[src/rtl/fpu_issue_ctrl_pkg.sv]
// Shared FPU definitions: opcodes, flag bit positions and the issue controller state encoding.
package fpu_issue_ctrl_pkg;

  localparam int OPCODE_W = 2;

  localparam logic [OPCODE_W-1:0] OP_ADD = 2'b00;
  localparam logic [OPCODE_W-1:0] OP_SUB = 2'b01;
  localparam logic [OPCODE_W-1:0] OP_DIV = 2'b10;
  localparam logic [OPCODE_W-1:0] OP_MUL = 2'b11;

  localparam int FLAG_W   = 3;
  localparam int FLAG_OVF = 2;
  localparam int FLAG_UNF = 1;
  localparam int FLAG_DBZ = 0;

  typedef enum logic [1:0] {
    ST_IDLE,
    ST_ISSUE,
    ST_WAIT,
    ST_RESP
  } state_t;

  function automatic logic [FLAG_W-1:0] pack_flags(input logic ovf, input logic unf, input logic dbz);
    logic [FLAG_W-1:0] f;
    f           = '0;
    f[FLAG_OVF] = ovf;
    f[FLAG_UNF] = unf;
    f[FLAG_DBZ] = dbz;
    return f;
  endfunction

endpackage

[src/rtl/fpu_issue_ctrl_if.sv]
// Request/response handshake bundle between a requester (master) and the FPU issue controller (slave).
interface fpu_issue_ctrl_if
  import fpu_issue_ctrl_pkg::*;
#(
  parameter int DATA_W   = 32,
  parameter int OPCODE_W = 2
);

  logic                req_valid;
  logic                req_ready;
  logic [DATA_W-1:0]   req_a;
  logic [DATA_W-1:0]   req_b;
  logic [OPCODE_W-1:0] req_op;

  logic                rsp_valid;
  logic                rsp_ready;
  logic [DATA_W-1:0]   rsp_data;
  logic [FLAG_W-1:0]   rsp_flags;
  logic                rsp_timeout;

  modport master (
    output req_valid, req_a, req_b, req_op, rsp_ready,
    input  req_ready, rsp_valid, rsp_data, rsp_flags, rsp_timeout
  );

  modport slave (
    input  req_valid, req_a, req_b, req_op, rsp_ready,
    output req_ready, rsp_valid, rsp_data, rsp_flags, rsp_timeout
  );

endinterface

[src/rtl/fpu_issue_ctrl.sv]
// Issues one FPU operation at a time; response valid one cycle after fpu_done (or after TIMEOUT wait cycles).
// Single outstanding op: req_ready only in IDLE; response held in RESP until rsp_ready.
module fpu_issue_ctrl #(
  parameter int DATA_W   = 32,
  parameter int OPCODE_W = fpu_issue_ctrl_pkg::OPCODE_W,
  parameter int TIMEOUT  = 64
) (
  input  logic                                  clk,
  input  logic                                  rst,
  fpu_issue_ctrl_if.slave                       bus,
  output logic                                  fpu_run,
  output logic                                  fpu_running,
  output logic [DATA_W-1:0]                     fpu_in0,
  output logic [DATA_W-1:0]                     fpu_in1,
  output logic [OPCODE_W-1:0]                   fpu_op,
  input  logic [DATA_W-1:0]                     fpu_out0,
  input  logic                                  fpu_done,
  input  logic                                  fpu_overflow,
  input  logic                                  fpu_underflow,
  input  logic                                  fpu_div_by_zero,
  input  logic                                  flag_clr,
  output logic [fpu_issue_ctrl_pkg::FLAG_W-1:0] sticky_flags,
  output logic                                  busy
);
  import fpu_issue_ctrl_pkg::*;

  localparam int CNT_W = $clog2(TIMEOUT) + 1;

  state_t            state;
  logic [CNT_W-1:0]  cnt;
  logic [FLAG_W-1:0] acc;
  logic [FLAG_W-1:0] cur_flags;

  assign cur_flags = pack_flags(fpu_overflow, fpu_underflow, fpu_div_by_zero);

  // fpu_in0/fpu_in1/fpu_op are the operand registers themselves, so they only change on acceptance.
  always_ff @(posedge clk) begin
    if (rst) begin
      state           <= ST_IDLE;
      bus.req_ready   <= 1'b0;
      bus.rsp_valid   <= 1'b0;
      bus.rsp_data    <= '0;
      bus.rsp_flags   <= '0;
      bus.rsp_timeout <= 1'b0;
      fpu_run         <= 1'b0;
      fpu_running     <= 1'b0;
      fpu_in0         <= '0;
      fpu_in1         <= '0;
      fpu_op          <= '0;
      sticky_flags    <= '0;
      busy            <= 1'b0;
      cnt             <= '0;
      acc             <= '0;
    end else begin
      if (flag_clr) sticky_flags <= '0;
      unique case (state)
        ST_IDLE: begin
          bus.req_ready <= 1'b1;
          if (bus.req_valid && bus.req_ready) begin
            fpu_in0       <= bus.req_a;
            fpu_in1       <= bus.req_b;
            fpu_op        <= bus.req_op;
            bus.req_ready <= 1'b0;
            fpu_run       <= 1'b1;
            busy          <= 1'b1;
            state         <= ST_ISSUE;
          end
        end
        ST_ISSUE: begin
          fpu_run     <= 1'b0;
          fpu_running <= 1'b1;
          cnt         <= '0;
          acc         <= '0;
          state       <= ST_WAIT;
        end
        ST_WAIT: begin
          // done is checked first so it wins over a coincident timeout
          if (fpu_done) begin
            bus.rsp_data    <= fpu_out0;
            bus.rsp_flags   <= acc | cur_flags;
            bus.rsp_timeout <= 1'b0;
            sticky_flags    <= (flag_clr ? '0 : sticky_flags) | acc | cur_flags;
            bus.rsp_valid   <= 1'b1;
            fpu_running     <= 1'b0;
            state           <= ST_RESP;
          end else if (cnt == CNT_W'(TIMEOUT - 1)) begin
            bus.rsp_data    <= '0;
            bus.rsp_flags   <= '0;
            bus.rsp_timeout <= 1'b1;
            bus.rsp_valid   <= 1'b1;
            fpu_running     <= 1'b0;
            state           <= ST_RESP;
          end else begin
            cnt <= cnt + CNT_W'(1);
            acc <= acc | cur_flags;
          end
        end
        ST_RESP: begin
          if (bus.rsp_ready) begin
            bus.rsp_valid   <= 1'b0;
            bus.rsp_timeout <= 1'b0;
            bus.req_ready   <= 1'b1;
            busy            <= 1'b0;
            state           <= ST_IDLE;
          end
        end
        default: state <= ST_IDLE;
      endcase
    end
  end

endmodule

[src/flat_wrapper.sv]
// flat-port wrapper written by rule: the top's interface ports become plain ports
module fpu_issue_ctrl_flat import fpu_issue_ctrl_pkg::*;
#(
  parameter int DATA_W   = 32,
  parameter int OPCODE_W = fpu_issue_ctrl_pkg::OPCODE_W,
  parameter int TIMEOUT  = 64
)
  (clk, rst, fpu_run, fpu_running, fpu_in0, fpu_in1, fpu_op, fpu_out0, fpu_done, fpu_overflow, fpu_underflow, fpu_div_by_zero, flag_clr, sticky_flags, busy, bus_req_valid, bus_req_a, bus_req_b, bus_req_op, bus_rsp_ready, bus_req_ready, bus_rsp_valid, bus_rsp_data, bus_rsp_flags, bus_rsp_timeout);
  fpu_issue_ctrl_if #(.DATA_W(DATA_W), .OPCODE_W(OPCODE_W)) bus_i ();
  input  logic clk;
  input  logic rst;
  output logic fpu_run;
  output logic fpu_running;
  output logic [DATA_W-1:0] fpu_in0;
  output logic [DATA_W-1:0] fpu_in1;
  output logic [OPCODE_W-1:0] fpu_op;
  input  logic [DATA_W-1:0] fpu_out0;
  input  logic fpu_done;
  input  logic fpu_overflow;
  input  logic fpu_underflow;
  input  logic fpu_div_by_zero;
  input  logic flag_clr;
  output logic [fpu_issue_ctrl_pkg::FLAG_W-1:0] sticky_flags;
  output logic busy;
  input wire logic [$bits(bus_i.req_valid)-1:0] bus_req_valid;
  input wire logic [$bits(bus_i.req_a)-1:0] bus_req_a;
  input wire logic [$bits(bus_i.req_b)-1:0] bus_req_b;
  input wire logic [$bits(bus_i.req_op)-1:0] bus_req_op;
  input wire logic [$bits(bus_i.rsp_ready)-1:0] bus_rsp_ready;
  output wire logic [$bits(bus_i.req_ready)-1:0] bus_req_ready;
  output wire logic [$bits(bus_i.rsp_valid)-1:0] bus_rsp_valid;
  output wire logic [$bits(bus_i.rsp_data)-1:0] bus_rsp_data;
  output wire logic [$bits(bus_i.rsp_flags)-1:0] bus_rsp_flags;
  output wire logic [$bits(bus_i.rsp_timeout)-1:0] bus_rsp_timeout;
  assign bus_i.req_valid = bus_req_valid;
  assign bus_i.req_a = bus_req_a;
  assign bus_i.req_b = bus_req_b;
  assign bus_i.req_op = bus_req_op;
  assign bus_i.rsp_ready = bus_rsp_ready;
  assign bus_req_ready = bus_i.req_ready;
  assign bus_rsp_valid = bus_i.rsp_valid;
  assign bus_rsp_data = bus_i.rsp_data;
  assign bus_rsp_flags = bus_i.rsp_flags;
  assign bus_rsp_timeout = bus_i.rsp_timeout;
  fpu_issue_ctrl #(.DATA_W(DATA_W), .OPCODE_W(OPCODE_W), .TIMEOUT(TIMEOUT)) u_core (.clk(clk), .rst(rst), .bus(bus_i), .fpu_run(fpu_run), .fpu_running(fpu_running), .fpu_in0(fpu_in0), .fpu_in1(fpu_in1), .fpu_op(fpu_op), .fpu_out0(fpu_out0), .fpu_done(fpu_done), .fpu_overflow(fpu_overflow), .fpu_underflow(fpu_underflow), .fpu_div_by_zero(fpu_div_by_zero), .flag_clr(flag_clr), .sticky_flags(sticky_flags), .busy(busy));
endmodule
[config.mk]
export PLATFORM = sky130hd
export DESIGN_NAME = fpu_issue_ctrl_flat
export DESIGN_NICKNAME = d
export VERILOG_FILES = /design/src/rtl/fpu_issue_ctrl_pkg.sv /design/src/rtl/fpu_issue_ctrl_if.sv /design/src/rtl/fpu_issue_ctrl.sv /design/src/flat_wrapper.sv
export SDC_FILE = /design/constraint.sdc
export NUM_CORES = 1
export LEC_CHECK = 0
export ABC_AREA = 1
export CORE_UTILIZATION = 44
export CTS_CLUSTER_SIZE = 24
export DETAILED_ROUTE_END_ITERATION = 16
export PLACE_DENSITY_LB_ADDON = 0.12
export SETUP_SLACK_MARGIN = 0.02
export SYNTH_ARGS = -nofsm -noshare
export SYNTH_HDL_FRONTEND = slang
export SYNTH_SLANG_ARGS = --single-unit
[constraint.sdc]
create_clock -name clk -period 4 [get_ports clk]
set_input_delay 0.8 -clock clk [delete_from_list [all_inputs] [get_ports clk]]
set_output_delay 0.8 -clock clk [all_outputs]
set_load 0.05 [all_outputs]
### After elaboration in Yosys (flattened, before gate mapping)

Cells that the tools add are included.
W data, S select, Z words.

| cells by class | value |
|---|---|
| reduce and logical (&&, ||, !) cells | 16 |
| mux-type cells | 33 |
| bitwise logic cells | 3 |
| equal/unequal tests | 9 |
| $add $sub $neg | 1 |

Operator list:

| operator | count |
|---|---|
| $mux W32 | 2 |
| $mux W3 | 7 |
| $mux W7 | 2 |
| $pmux W7 S2 | 1 |
| $pmux W1 S2 | 6 |
| $reduce_and A3 Y1 | 4 |
| $reduce_and A2 Y1 | 5 |
| $reduce_bool A2 Y1 | 5 |
| $mux W1 | 9 |
| $or A3 B3 Y3 | 3 |
| $mux W2 | 4 |
| $pmux W2 S4 | 1 |
| $add A7 B1 Y7 const B | 1 |
| $eq A7 B6 Y1 const B | 1 |
| $ne A2 B2 Y1 const B | 3 |
| $pmux W3 S2 | 1 |
| $eq A2 B2 Y1 const B | 2 |
| $ne A3 B2 Y1 const B | 1 |
| $eq A2 B1 Y1 const B | 1 |
| $logic_not A2 Y1 | 1 |
| $ne A2 B1 Y1 const B | 1 |
| $logic_and A1 B1 Y1 | 1 |

| storage, ports and cells | value |
|---|---|
| output and inout bits | 110 |
| logic and storage cells | 77 |
| input bits | 107 |
| flip-flop bits (word level) | 122 |

### Depth between registers and ports, before layout

| depth | value |
|---|---|
| word-level depth | 5 |
| depth in mapped cells | 9 |
| depth with buffers taken out | 9 |

### Least setup slack after synthesis

No wires, ideal clock.

| timing | value |
|---|---|
| path type | input-to-reg |
| from | input port bus_req_valid |
| to | register u_core.fpu_in0[17] |
| path slack | 2324 ps |
| stages on the path | 7 |
| data arrival time | 1560 ps |
| setup time | 116 ps |
| data required time | 3884 ps |
| buffers on the path | 2 |
| cell sequence | nand2_1 -> nor2_4 -> inv_1 -> buf_2 -> buf_2 -> nor2_1 -> nor2_1 |

| on the way | value |
|---|---|
| cells in the longest elaborated chain, start to end | 2 |

RTL lines:

| element | RTL line | RTL |
|---|---|---|
| start: declaration | flat_wrapper.sv:25 | `input wire logic [$bits(bus_i.req_valid)-1:0] bus_req_valid;` |
| $logic_and A1 B1 Y1 | fpu_issue_ctrl.sv:59 | `if (bus.req_valid && bus.req_ready) begin` |
| $reduce_and A2 Y1 (no source line) | - |  |
| end signal: assignment | fpu_issue_ctrl.sv:60 | `fpu_in0 <= bus.req_a;` |
| end: declaration | fpu_issue_ctrl.sv:13 | `output logic [DATA_W-1:0] fpu_in0,` |

Every way passes these cells.
A chain may end at the register's enable or synchronous reset.

### Worst setup path after layout

| timing | value |
|---|---|
| from | register u_core.bus.rsp_data[3] |
| to | output port bus_rsp_data[3] |

RTL lines:

| element | RTL line | RTL |
|---|---|---|
| start: declaration | fpu_issue_ctrl_if.sv:28 | `output req_ready, rsp_valid, rsp_data, rsp_flags, rsp_timeout` |
| start signal: assignment | fpu_issue_ctrl.sv:79 | `bus.rsp_data <= fpu_out0;` |
| end: declaration | flat_wrapper.sv:32 | `output wire logic [$bits(bus_i.rsp_data)-1:0] bus_rsp_data;` |

No word-level cell between the ends.

==> out/summary.txt <==
Result of the run: completed
Most common cell in the netlist: nor2_1
Hold WS: 0.459 ns
Post-Syn Nets: 714
Boundary Pins: 217
Final core utilization: 0.734
Final HPWL DP: 8880 µm
Setup CP Type: reg2out
Grt ovf: 0
Via count of the first global-routing pass: 4590
Worst Hold Class: reg2reg
Final min period: 2.49 ns
Number of synthesized register bits: 122
First-pass GRT wire length: 22200 µm
H-Tree Depth: 4
Clk_skew: 0.0206 ns
WP buf/inv: 1
First-pass detailed-route iteration total: 5
PwrDens: 677 nW/µm²
Worst Path Required: 3.20 ns
WL met3: 1070 µm
RSZ-0062 raised after global routing: false
Post-synthesis cell type count: 24
Synth Cell Area: 4570 µm²
Slew Limit Fails: 0
Root buffer cell: clkbuf_8
Vias: 4629
Die W: 104 µm
Total Power: 4930 µW
Largest area contributor in the netlist: dfxtp_1
Clk slew on worst S/H paths: 0.05 ns
DR WL met2: 6630 µm
Crit path DAT: 1.69 ns
Worst Setup End Kind: output port
CTS tree: built
Top Layer Used: met4
Metal-1 WL: 5630 µm
CP cell instances: clkdlybuf4s50_1
Final setup TNS: 0 ns
Synth cell count leaders: nor2_1 (152), dfxtp_1 (122), nand2_1 (117)
Area Growth Syn to Fin: 59.2%
Inst Count DP: 918
RR Startpoint: u_core.state[0]$_SDFFE_PP0P_
CTS sink count: 122
Die Height: 104 µm
Async SR Flop Fraction: 0
DR iter-0 viols: 240
Clock Latency Late Sink: 0.52 ns
Max VDD drop: 399 µV
Rel. slew slack: 0.258
Pleak: 0.00289 µW
Register area share after synthesis: 0.535
Postcts setup bufs: 0
Type of origin of the critical path: flop
EDFF count, synth: 0
Initial Util: 0.461
Core box area: 9910 µm²
Routed len/inst: 14.4 µm
Num CTS Buffers: 17
Hold buffer count at cts: 0
Period utilization: 0.624
Pin count of the biggest net entering global routing: 79
Ys flop type: dfxtp_1
# setup viols final: 0
Non-Filler Instances: 947
Final ANT Viol Nets: 0
Top cells by area, synth: dfxtp_1 (53%), nor2_1 (12%), nand2_1 (9.6%)
Post-synth top area share: 0.535
Cells after synthesis: 602
CP max stage delay: 0.83 ns
Die Footprint: 10800 µm²
Crit. Startpoint: u_core.bus.rsp_data[3]$_SDFFE_PP0P_
Post-layout nets: 916
Critical path's slowest cell: clkdlybuf4s50_1
Routed WL: 13600 µm
Fin. Hold Viols: 0
Hold Path Origin: u_core.bus.rsp_flags[2]$_SDFFE_PP0P_
Max_cap viols: 0
Critical Path Fanout Max: 2
IO Port Bufs: 216
Post-DR vias/cell: 4.89
Worst-margin pin slew: 1.11 ns
Synth warnings: 0
Residual DRC count: 0
# diodes: 0
GRT Resource Usage Total: 0.256
Routability cong.: 0.784
Share of post-route cells with drive strength above 1: 0.0528
Initial antenna violation count: 0
CP top delay family: buffers and inverters
Avg Cell Area, Syn: 7.58 µm²
Std-Cell Rows: 36
PostCTS Resize Cnt: 0
Max Freq: 0.401 GHz
CTS Buffer Depth: 2
area by class of cell:
cell class,instances,area (µm²)
clock inverter,9,100
tap,133,166
inverter,26,97.6
clock buffer,20,445
sequential,122,2440
multi-input combinational,418,1830
fill,769,2640
timing repair buffer,219,2180
worst paths after layout:
| check | cells after the start | endpoint | slack, ns |
|---|---|---|---|
| worst min register to register | 2 | u_core.bus.rsp_flags[2]$_SDFFE_PP0P_ | 0.46 |
| worst max register to register | 7 | u_core.fpu_in0[15]$_SDFFE_PP0P_ | 2.02 |
| worst min-delay path | 2 | u_core.bus.rsp_flags[2]$_SDFFE_PP0P_ | 0.46 |
| worst max-delay path | 1 | bus_rsp_data[3] | 1.51 |
sequential cells by signal, indices dropped and copies added, names as in the netlist:
register                flops
u_core.fpu_running          1
u_core.bus.rsp_flags        3
u_core.acc                  3
u_core.bus.rsp_data        32
u_core.busy                 1
u_core.fpu_in1             32
u_core.sticky_flags         3
u_core.bus.rsp_valid        1
u_core.state                2
u_core.bus.rsp_timeout      1
u_core.fpu_op               2
u_core.cnt                  7
u_core.fpu_in0             32
u_core.fpu_run              1
u_core.bus.req_ready        1
stage by stage:
step | cell area [µm²] | setup slack [ns]
3_3_place_gp | 6730 | 1.51
3_5_place_dp | 6730 | 1.44
2_1_floorplan | 4570 | 2.32
4_1_cts | 7270 | 1.48
6_report | 7270 | 1.51
5_1_grt | 7270 | 1.44
per-layer routing:
layer,track usage,vias up
li1,-,2314
met1,0.291,2117
met2,0.431,177
met3,0.102,21
met4,0.0980,0
met5,0,-
cells in the final DEF (no fill, tap or decap):
| master | Yosys | routed |
|---|---|---|
| clkdlybuf4s50_1 | 0 | 216 |
| or2_2 | 1 | 1 |
| nand4_1 | 4 | 4 |
| nand2_2 | 2 | 2 |
| clkinv_1 | 1 | 1 |
| bufinv_16 | 0 | 2 |
| buf_4 | 1 | 3 |
| inv_1 | 23 | 22 |
| nor2_4 | 2 | 2 |
| dfxtp_1 | 122 | 122 |
| clkinv_2 | 0 | 5 |
| a21oi_1 | 50 | 50 |
| nor2_1 | 152 | 152 |
| clkbuf_1 | 17 | 1 |
| o21ai_0 | 70 | 70 |
| nand3_2 | 2 | 2 |
| a21oi_2 | 1 | 1 |
| clkinvlp_4 | 0 | 2 |
| clkbuf_8 | 0 | 3 |
| o21ai_1 | 2 | 2 |
| nand2_1 | 117 | 117 |
| inv_2 | 2 | 3 |
| nand3_1 | 8 | 8 |
| ha_1 | 5 | 5 |
| nor2_2 | 1 | 1 |
| clkbuf_16 | 0 | 16 |
| o211a_1 | 1 | 1 |
power breakdown:
part	switching, µW	internal, µW	total, µW
clock	512	901	1410
sequential	124	1450	1580
combinational	1310	625	1930
logic make-up after synthesis:
logic type | count (synthesis) | share of synthesized area
compound gates | 124 | 0.138
fa+ha+maj | 5 | 0.0137
buf+inv | 62 | 0.0633
flops | 122 | 0.535
simple gates | 289 | 0.250
(Power assumes the default switching activity.)
